## config.mk

```make
export PLATFORM = sky130hd
export DESIGN_NAME = gyro_fir_scheduler
export DESIGN_NICKNAME = d
export VERILOG_FILES = /design/src/rtl/gyro_fir_scheduler.sv
export SDC_FILE = /design/constraint.sdc
export NUM_CORES = 1
export LEC_CHECK = 0
export ABC_AREA = 1
export BUFFER_PORTS_ARGS = -buffer_cell sky130_fd_sc_hd__buf_2
export CAP_MARGIN = 20
export CORE_MARGIN = 2
export CORE_UTILIZATION = 55
export DETAILED_ROUTE_END_ITERATION = 10
export PLACE_DENSITY = 0.72
export SLEW_MARGIN = 10
export SYNTH_ARGS = -nofsm -noshare
export SYNTH_HDL_FRONTEND = slang
export SYNTH_SLANG_ARGS = --single-unit
```

## constraint.sdc

```tcl
create_clock -name Clock -period 9.05 [get_ports Clock]
set_clock_uncertainty 0.2 [all_clocks]
set_input_delay 1.3575 -clock Clock [delete_from_list [all_inputs] [get_ports Clock]]
set_output_delay 1.3575 -clock Clock [all_outputs]
set_load 0.1 [all_outputs]
```

## src/rtl/gyro_fir_scheduler.sv

```systemverilog
// rtl/gyro_fir_scheduler.sv - shared-MAC 3-axis gyro high-pass FIR sequencer
module gyro_fir_scheduler #(
    parameter int TAPS      = 10,
    parameter int ACC_W     = 32,
    parameter int OUT_SHIFT = 15
) (
    input  logic              Clock,
    input  logic              Reset_n,
    input  logic              SampleValid,
    input  logic signed [9:0] GyroX,
    input  logic signed [9:0] GyroY,
    input  logic signed [9:0] GyroZ,
    input  logic              FlushHistory,
    output logic signed [9:0] GyroXOut,
    output logic signed [9:0] GyroYOut,
    output logic signed [9:0] GyroZOut,
    output logic              DataReady,
    output logic              Busy,
    output logic              Primed,
    output logic              Overrun
);

    localparam int TW = (TAPS > 1) ? $clog2(TAPS) : 1;
    localparam int CW = $clog2(TAPS + 1);
    localparam logic signed [ACC_W-1:0] SAT_HI = 511;
    localparam logic signed [ACC_W-1:0] SAT_LO = -512;

    typedef enum logic [1:0] {S_IDLE, S_LOAD, S_MAC, S_DONE} state_t;

    state_t                   state, state_nxt;
    logic signed [9:0]        dline [3][TAPS];
    logic signed [ACC_W-1:0]  acc, acc_sum;
    logic [TW-1:0]            tap;
    logic [1:0]               axis;
    logic [CW-1:0]            count;
    logic signed [9:0]        stage_x, stage_y, tap_res, sample_d;
    logic signed [15:0]       coef_q;
    logic signed [25:0]       prod;
    logic                     last_tap;

    function automatic logic signed [15:0] coef(input logic [TW-1:0] idx);
        case (int'(idx))
            0:       coef = 16'hFDA5;
            1:       coef = 16'h0E32;
            2:       coef = 16'hD54B;
            3:       coef = 16'h52ED;
            4:       coef = 16'h8E58;
            5:       coef = 16'h71A8;
            6:       coef = 16'hAD13;
            7:       coef = 16'h2AB5;
            8:       coef = 16'hF1CE;
            9:       coef = 16'h025B;
            default: coef = 16'h0000;
        endcase
    endfunction

    // Floor shift, then clamp into the signed 10-bit output range.
    function automatic logic signed [9:0] fmt(input logic signed [ACC_W-1:0] a);
        logic signed [ACC_W-1:0] r;
        r = a >>> OUT_SHIFT;
        if (r > SAT_HI)      fmt = 10'sd511;
        else if (r < SAT_LO) fmt = -10'sd512;
        else                 fmt = r[9:0];
    endfunction

    always_comb begin
        sample_d = dline[axis][tap];
        coef_q   = coef(tap);
        prod     = sample_d * coef_q;
        acc_sum  = acc + ACC_W'(prod);
        tap_res  = fmt(acc_sum);
        last_tap = (tap == TW'(TAPS - 1));
    end

    always_comb begin
        state_nxt = state;
        case (state)
            S_IDLE:  if (SampleValid) state_nxt = S_LOAD;
            S_LOAD:  state_nxt = S_MAC;
            S_MAC:   if (last_tap && axis == 2'd2) state_nxt = S_DONE;
            S_DONE:  state_nxt = S_IDLE;
            default: state_nxt = S_IDLE;
        endcase
        Busy      = (state != S_IDLE);
        DataReady = (state == S_DONE);
        Overrun   = SampleValid && (state != S_IDLE);
        Primed    = (count == CW'(TAPS));
    end

    always_ff @(posedge Clock or negedge Reset_n) begin
        if (!Reset_n) begin
            state    <= S_IDLE;
            acc      <= '0;
            tap      <= '0;
            axis     <= '0;
            count    <= '0;
            stage_x  <= '0;
            stage_y  <= '0;
            GyroXOut <= '0;
            GyroYOut <= '0;
            GyroZOut <= '0;
            for (int a = 0; a < 3; a++)
                for (int k = 0; k < TAPS; k++)
                    dline[a][k] <= '0;
        end else begin
            state <= state_nxt;
            case (state)
                S_IDLE: begin
                    if (FlushHistory) begin
                        count <= '0;
                        for (int a = 0; a < 3; a++)
                            for (int k = 0; k < TAPS; k++)
                                dline[a][k] <= '0;
                    end
                    // The sample is captured on its strobe edge; a same-cycle flush leaves it alone in D[0].
                    if (SampleValid) begin
                        for (int a = 0; a < 3; a++)
                            for (int k = TAPS - 1; k > 0; k--)
                                dline[a][k] <= FlushHistory ? 10'sd0 : dline[a][k-1];
                        dline[0][0] <= GyroX;
                        dline[1][0] <= GyroY;
                        dline[2][0] <= GyroZ;
                        if (FlushHistory)               count <= CW'(1);
                        else if (count != CW'(TAPS))    count <= count + CW'(1);
                    end
                end
                S_LOAD: begin
                    acc  <= '0;
                    tap  <= '0;
                    axis <= '0;
                end
                S_MAC: begin
                    if (last_tap) begin
                        acc  <= '0;
                        tap  <= '0;
                        axis <= axis + 2'd1;
                        case (axis)
                            2'd0: stage_x <= tap_res;
                            2'd1: stage_y <= tap_res;
                            default: begin
                                GyroXOut <= stage_x;
                                GyroYOut <= stage_y;
                                GyroZOut <= tap_res;
                            end
                        endcase
                    end else begin
                        acc <= acc_sum;
                        tap <= tap + TW'(1);
                    end
                end
                default: ;
            endcase
        end
    end

endmodule
```

After elaboration in Yosys (flattened, before gate mapping)
Memory sizes are Yosys's and may differ from the RTL's.
Cells that the tools add are included.
Widths: inputs -> output; s select.
{"block": "totals", "mem_bits_ro": 256, "in_bits": 34, "n_memories": 1, "ff_bits": 394}
{"block": "op_classes", "n_mux": 50, "n_lt_le_gt_ge": 4, "eq_ne": 11, "n_reduce_logical": 14, "n_bitwise": 3, "mul": 1, "add_sub_neg": 4}
{"name": "(name not given)", "depth": 16, "width": 16, "read_ports": 1, "rd_clocked_by_memory_dff": 0, "write_ports": 0, "line": "42", "rtl": "case (int'(idx))"}
{"operator": "$mux 300", "n": 2}
{"operator": "$mux 10", "n": 31}
{"operator": "$bmux 100 s2", "n": 1}
{"operator": "$mux 100", "n": 2}
{"operator": "$pmux 32 s2", "n": 1}
{"operator": "$bmux 10 s4", "n": 1}
{"operator": "$add 32x26->32", "n": 1}
{"operator": "$mux 32", "n": 1}
{"operator": "$mul 10x16->26", "n": 1}
{"operator": "$mux 4", "n": 5}
{"operator": "$gt 17x10->1 const B", "n": 1}
{"operator": "$lt 17x10->1 const B", "n": 1}
{"operator": "$reduce_and 3->1", "n": 3}
{"operator": "$add 4x1->4 const B", "n": 2}
{"operator": "$eq 4x4->1 const B", "n": 2}
{"operator": "$pmux 2 s4", "n": 1}
{"operator": "$pmux 4 s2", "n": 1}
{"operator": "$eq 2x2->1 const B", "n": 3}
{"operator": "$mux 2", "n": 3}
{"operator": "$ne 2x2->1 const B", "n": 3}
{"operator": "$reduce_and 2->1", "n": 3}
{"operator": "$reduce_bool 2->1", "n": 3}
{"operator": "$ge 5x5->1 const B", "n": 1}
{"operator": "$not 4->5", "n": 1}
{"operator": "10 further kinds", "n": 13}

Logic depth before layout (Yosys ltp)
{"block": "depth", "depth_word": 12, "mapped_depth": 42, "mapped_depth_nobuf": 40}

Worst setup path before layout
No wires, ideal clock.
{"block": "synth_path", "path_kind": "register to register", "startpoint": "reg tap[1]", "endpoint": "reg stage_x[0]", "t_required_ps": 8732, "stages_incl_launch_ff": 35, "arrival_time_ps": 6681, "period_less_slack_ps": 6998, "slack_ps": 2052, "n_path_buf": 2, "setup_time_ps": 118, "path_cell_list": "dfrtp_1 inv_2 buf_2 buf_1 ha_1 nand2_1 nand2_1 inv_1 a21oi_2 inv_1 nor2_1 inv_1 fa_1 fa_1 fa_1 inv_1 fa_1 inv_1 fa_1 inv_1 ha_1 nand2_1 nor3_1 nand2_1 nor4_1 nand2_1 nand2_1 nand2_1 nand2_1 and2_1 nand4_2 nand2_4 nand2_2 nand2_1 nand2_1"}
{"block": "synth_between", "elab_chain_cells": 9, "elab_cells_between_ends": 13, "classes_between": "add/sub (1); mul (1); order compare (2); eq/ne (1); mux (5); bitwise (1); reduce/logical (1); memory (1)"}
{"element": "from (decl)", "line": "33", "rtl": "logic [TW-1:0] tap;"}
{"element": "from (signal assigned)", "line": "148", "rtl": "tap <= tap + TW'(1);"}
{"element": "$not 4->5 (implied by the code)", "line": "67", "rtl": "sample_d = dline[axis][tap];"}
{"element": "$bmux 10 s4", "line": "67"}
{"element": "$mux 10 (implied by the code) (2 in series)", "line": "67"}
{"element": "$mul 10x16->26", "line": "69", "rtl": "prod = sample_d * coef_q;"}
{"element": "$add 32x26->32", "line": "70", "rtl": "acc_sum = acc + ACC_W'(prod);"}
{"element": "$lt 17x10->1", "line": "62", "rtl": "else if (r < SAT_LO) fmt = -10'sd512;"}
{"element": "$mux 10", "line": "62"}
{"element": "$mux 10", "line": "61", "rtl": "if (r > SAT_HI) fmt = 10'sd511;"}
{"element": "to (signal assigned)", "line": "138", "rtl": "2'd0: stage_x <= tap_res;"}
{"element": "to (decl)", "line": "36", "rtl": "logic signed [9:0] stage_x, stage_y, tap_res, sample_d;"}
Parallel ways exist; a longest one is shown, timed or not. The select of a mux whose other input is x is not followed.
A chain may end at the register's enable or synchronous reset.

Worst setup path in the final report
{"block": "layout_path", "startpoint": "reg tap[1]", "endpoint": "reg stage_y[4]"}
{"block": "layout_between", "elab_chain_cells": 9, "elab_cells_between_ends": 13, "classes_between": "add/sub (1); mul (1); order compare (2); eq/ne (1); mux (5); bitwise (1); reduce/logical (1); memory (1)"}
{"element": "$not 4->5 (implied by the code)", "line": "67"}
{"element": "$bmux 10 s4", "line": "67"}
{"element": "$mux 10 (implied by the code) (2 in series)", "line": "67"}
{"element": "$mul 10x16->26", "line": "69"}
{"element": "$add 32x26->32", "line": "70"}
{"element": "$lt 17x10->1", "line": "62"}
{"element": "$mux 10", "line": "62"}
{"element": "$mux 10", "line": "61"}
{"element": "to (signal assigned)", "line": "139", "rtl": "2'd1: stage_y <= tap_res;"}
{"element": "to (decl)", "line": "36"}
Parallel ways exist; a longest one is shown, timed or not. The select of a mux whose other input is x is not followed.

==> impl_metrics.yaml <==
global_route:
  antenna_found_initial: 1
  grt_pass1_wl_um: 110000
  grt_pass1_vias: 20300
  grt_max_degree: 166
  grt-ovfl-total: 0
  grt.total_usage: 0.290
  top_usage_layer: "met1"
  use_met1: 0.434
  grt_use_met3: 0.0580
  use_met2: 0.430
critical_path:
  cpMostUsedCell: "nand2_1"
  crit_type: "flip-flop to flip-flop"
  reg2reg_from: "tap[1]"
  critical_path_required_ns: 9.36
  cpMaxStageDelayCell: "fa_1"
  slowest_delay_ns: 0.52
  end_kind: "flip-flop"
  ff2ff_path_depth: 33
  start_kind: "flip-flop"
  r2r_end: "stage_y[4]"
  r2r_setup_slack_ns: 0.70
  worst_ep_arrival_time_ns: 8.66
  crit_fanout: 27
drt:
  route.detailed.drc: 0
  vias: 20600
  drtAntennaViolNets: 0
  viasPerCell: 5.72
  drt-total-wl_um: 67300
  drt_pass1_iterations: 5
  wl_per_cell_um: 18.7
  drt_iter0_drc: 2081
place:
  gp_congestion: 0.920
  hpwl_um: 46300
  numPortBuffers: 67
finish:
  nets: 3287
  regArea_mm2: 0.00987
  multi_input_area_mm2: 0.0125
  nFillCells: 3952
  drive_above_1_share: 0.0739
  areaGrowthSynthToFinish_pct: 8.24
timing:
  worstMarginPinSlew_ns: 1.18
  fin_tns_setup_ns: 0
  slew_headroom: 0.216
  setup_viol: 0
  hold_viol: 0
  rsz0062_at_grt: "false"
  min_period_ns: 8.35
  fmax_mhz: 120
  period_share: 0.923
  maxSlewViolCount: 0
floorplan:
  initial_core_util: 0.561
  rows: 78
  die_area_mm2: 0.0482
  io_pins: 68
  die-height_um: 220
  die_w_um: 220
  coreArea_mm2: 0.0456
yosys:
  synth.cell_area_mm2: 0.0255
  synth_cell_types: 52
  synthCells: 2982
  synth_edf_count: 0
  synth_ff_type: "dfrtp_1"
  synth_nets: 3297
  synthArstFlopShare: 1.00
  synth-seq-cells: 394
  avgSynthCellArea_um2: 8.57
  synth_top_cell_area_share: 0.386
  yosys_warnings: 0
  ys_seq_area_frac: 0.386
  yosysTopAreaCell: "dfrtp_1"
  synthTopCellsByArea: "dfrtp_1 39%, fa_1 14%, inv_1 9.1%, nand2_1 6.6%, o22ai_1 6.4%"
worst_hold_path:
  hold_end: "GyroXOut[4]"
  min_path_cells: 2
  hold_path.startpoint: "GyroXOut[4]"
  hp-class: "flip-flop to flip-flop"
clock_network:
  clockBufferDepth: 3
  htree_num_levels: 2
  cts_root_buffer: "clkbuf_16"
  cts_hold_buffers: 0
  clk_latency_ns: 0.59
  cts_sinks: 394
  cts_tree: "built"
  clkTransAtPathRegs_ns: 0.06
  cts_buffers: 43
run:
  maxCapViolCount: 0
status:
  run_status: "completed"
registers in the layout, summed over array words and instances, names as in the netlist:
name,flops
GyroXOut,10
dline,300
count,4
tap,4
GyroYOut,10
GyroZOut,10
stage_x,10
acc,32
stage_y,10
axis,2
state,2
cells in the mapped netlist (all sizes together), types with 16 or more instances:
| library cell | n |
|---|---|
| fa | 184 |
| ha | 97 |
| inv | 635 |
| nor2 | 119 |
| buf | 77 |
| a21oi | 231 |
| dfrtp | 394 |
| nand3 | 86 |
| o21a | 16 |
| nand2 | 473 |
| clkbuf | 78 |
| o21ai | 239 |
| o22ai | 262 |
worst max-delay path: cells and delay by family (launching register included):
family	cells	cell delay [ns]
adder cells (fa/ha/maj)	6	2.86
AND/OR/NAND/NOR	12	2.16
buffers and inverters	8	1.19
AO/OA/AOI/OAI	6	0.99
XOR/XNOR	1	0.52
flip-flops	1	0.32
logic make-up after synthesis:
| family | synth area share |
|---|---|
| xor gates and xnor gates | 0.00617 |
| adders and majority gates | 0.192 |
| DFF | 0.386 |
| AOI/OAI and AO/OA | 0.177 |
| buffers and inverters | 0.127 |
| and+or+nand+nor | 0.113 |
area by class of cell:
class | instances | area share
repair inverters | 1 | 0.000271
multi-input cells | 1795 | 0.451
clock inverters | 13 | 0.00679
well taps | 600 | 0.0271
flip-flops and latches | 394 | 0.357
inverters | 638 | 0.0869
diodes | 2 | 0.000181
repair buffers | 99 | 0.0259
clock buffers | 65 | 0.0455
per-stage QoR:
stage | utilization | hold slack (ns) | area (µm²) | worst slack (ns) | cells
global placement | 0.572 | 0.252 | 26100 | 0.902 | 3520
finish | 0.607 | 0.269 | 27700 | 0.696 | 3607
CTS | 0.604 | 0.278 | 27500 | 0.713 | 3598
global route | 0.607 | 0.305 | 27700 | 0.209 | 3605
floorplan | - | 0.249 | 25500 | 2.05 | 2982
detailed placement | 0.572 | 0.257 | 26100 | 0.758 | 3520
how the worst max path moves through the flow:
stage,startpoint,to,slack [ns],cells past startpoint
finish,tap[1],stage_y[4],0.70,33
global route,axis[1],GyroZOut[0],0.21,36
CTS,tap[1],stage_x[2],0.71,35
detailed placement,tap[1],stage_y[5],0.76,35
global placement,tap[1],GyroZOut[5],0.90,38
floorplan,tap[1],stage_x[0],2.05,34
layout by cell type, fill, tap and decap left out, types with 5 or more instances in the layout:
cell type  Yosys  layout
fa_1         184     184
dfrtp_1      394     392
inv_1        621     620
nand2_2       20      20
inv_2         12      12
nand2_1      452     451
ha_1          97      97
o21ai_0      223     223
a31oi_1        5       5
nor2_2         4       5
o21ai_1       15      15
o21a_1        16      16
nand4_1        5       5
a21oi_1      228     228
a22o_1        13      13
nor2_1       115     114
clkbuf_1      78      12
xor2_1        11      11
clkbuf_16      0      43
nor3_1         5       5
clkbuf_8       0      10
buf_2         32      66
buf_4         11      24
nand3_1       85      85
clkinv_2       0       5
xnor2_1        7       7
a211o_1        5       5
o22ai_1      262     262
layer usage:
| layer | part of all wire | routed length, µm |
|---|---|---|
| met1 | 0.44 | 29900 |
| met2 | 0.45 | 30000 |
| met3 | 0.083 | 5570 |
| met4 | 0.027 | 1820 |
| met5 | 0 | 0 |
timing repair:
action,CTS,global route
endpoints found under the hold margin,0,0
setup endpoints to repair,0,25
setup buffers,0,2
resized for setup,0,3
Power is left out: the tool's default activity adds up to more than one toggle a clock period on the data nets, which glitch-free logic cannot reach.
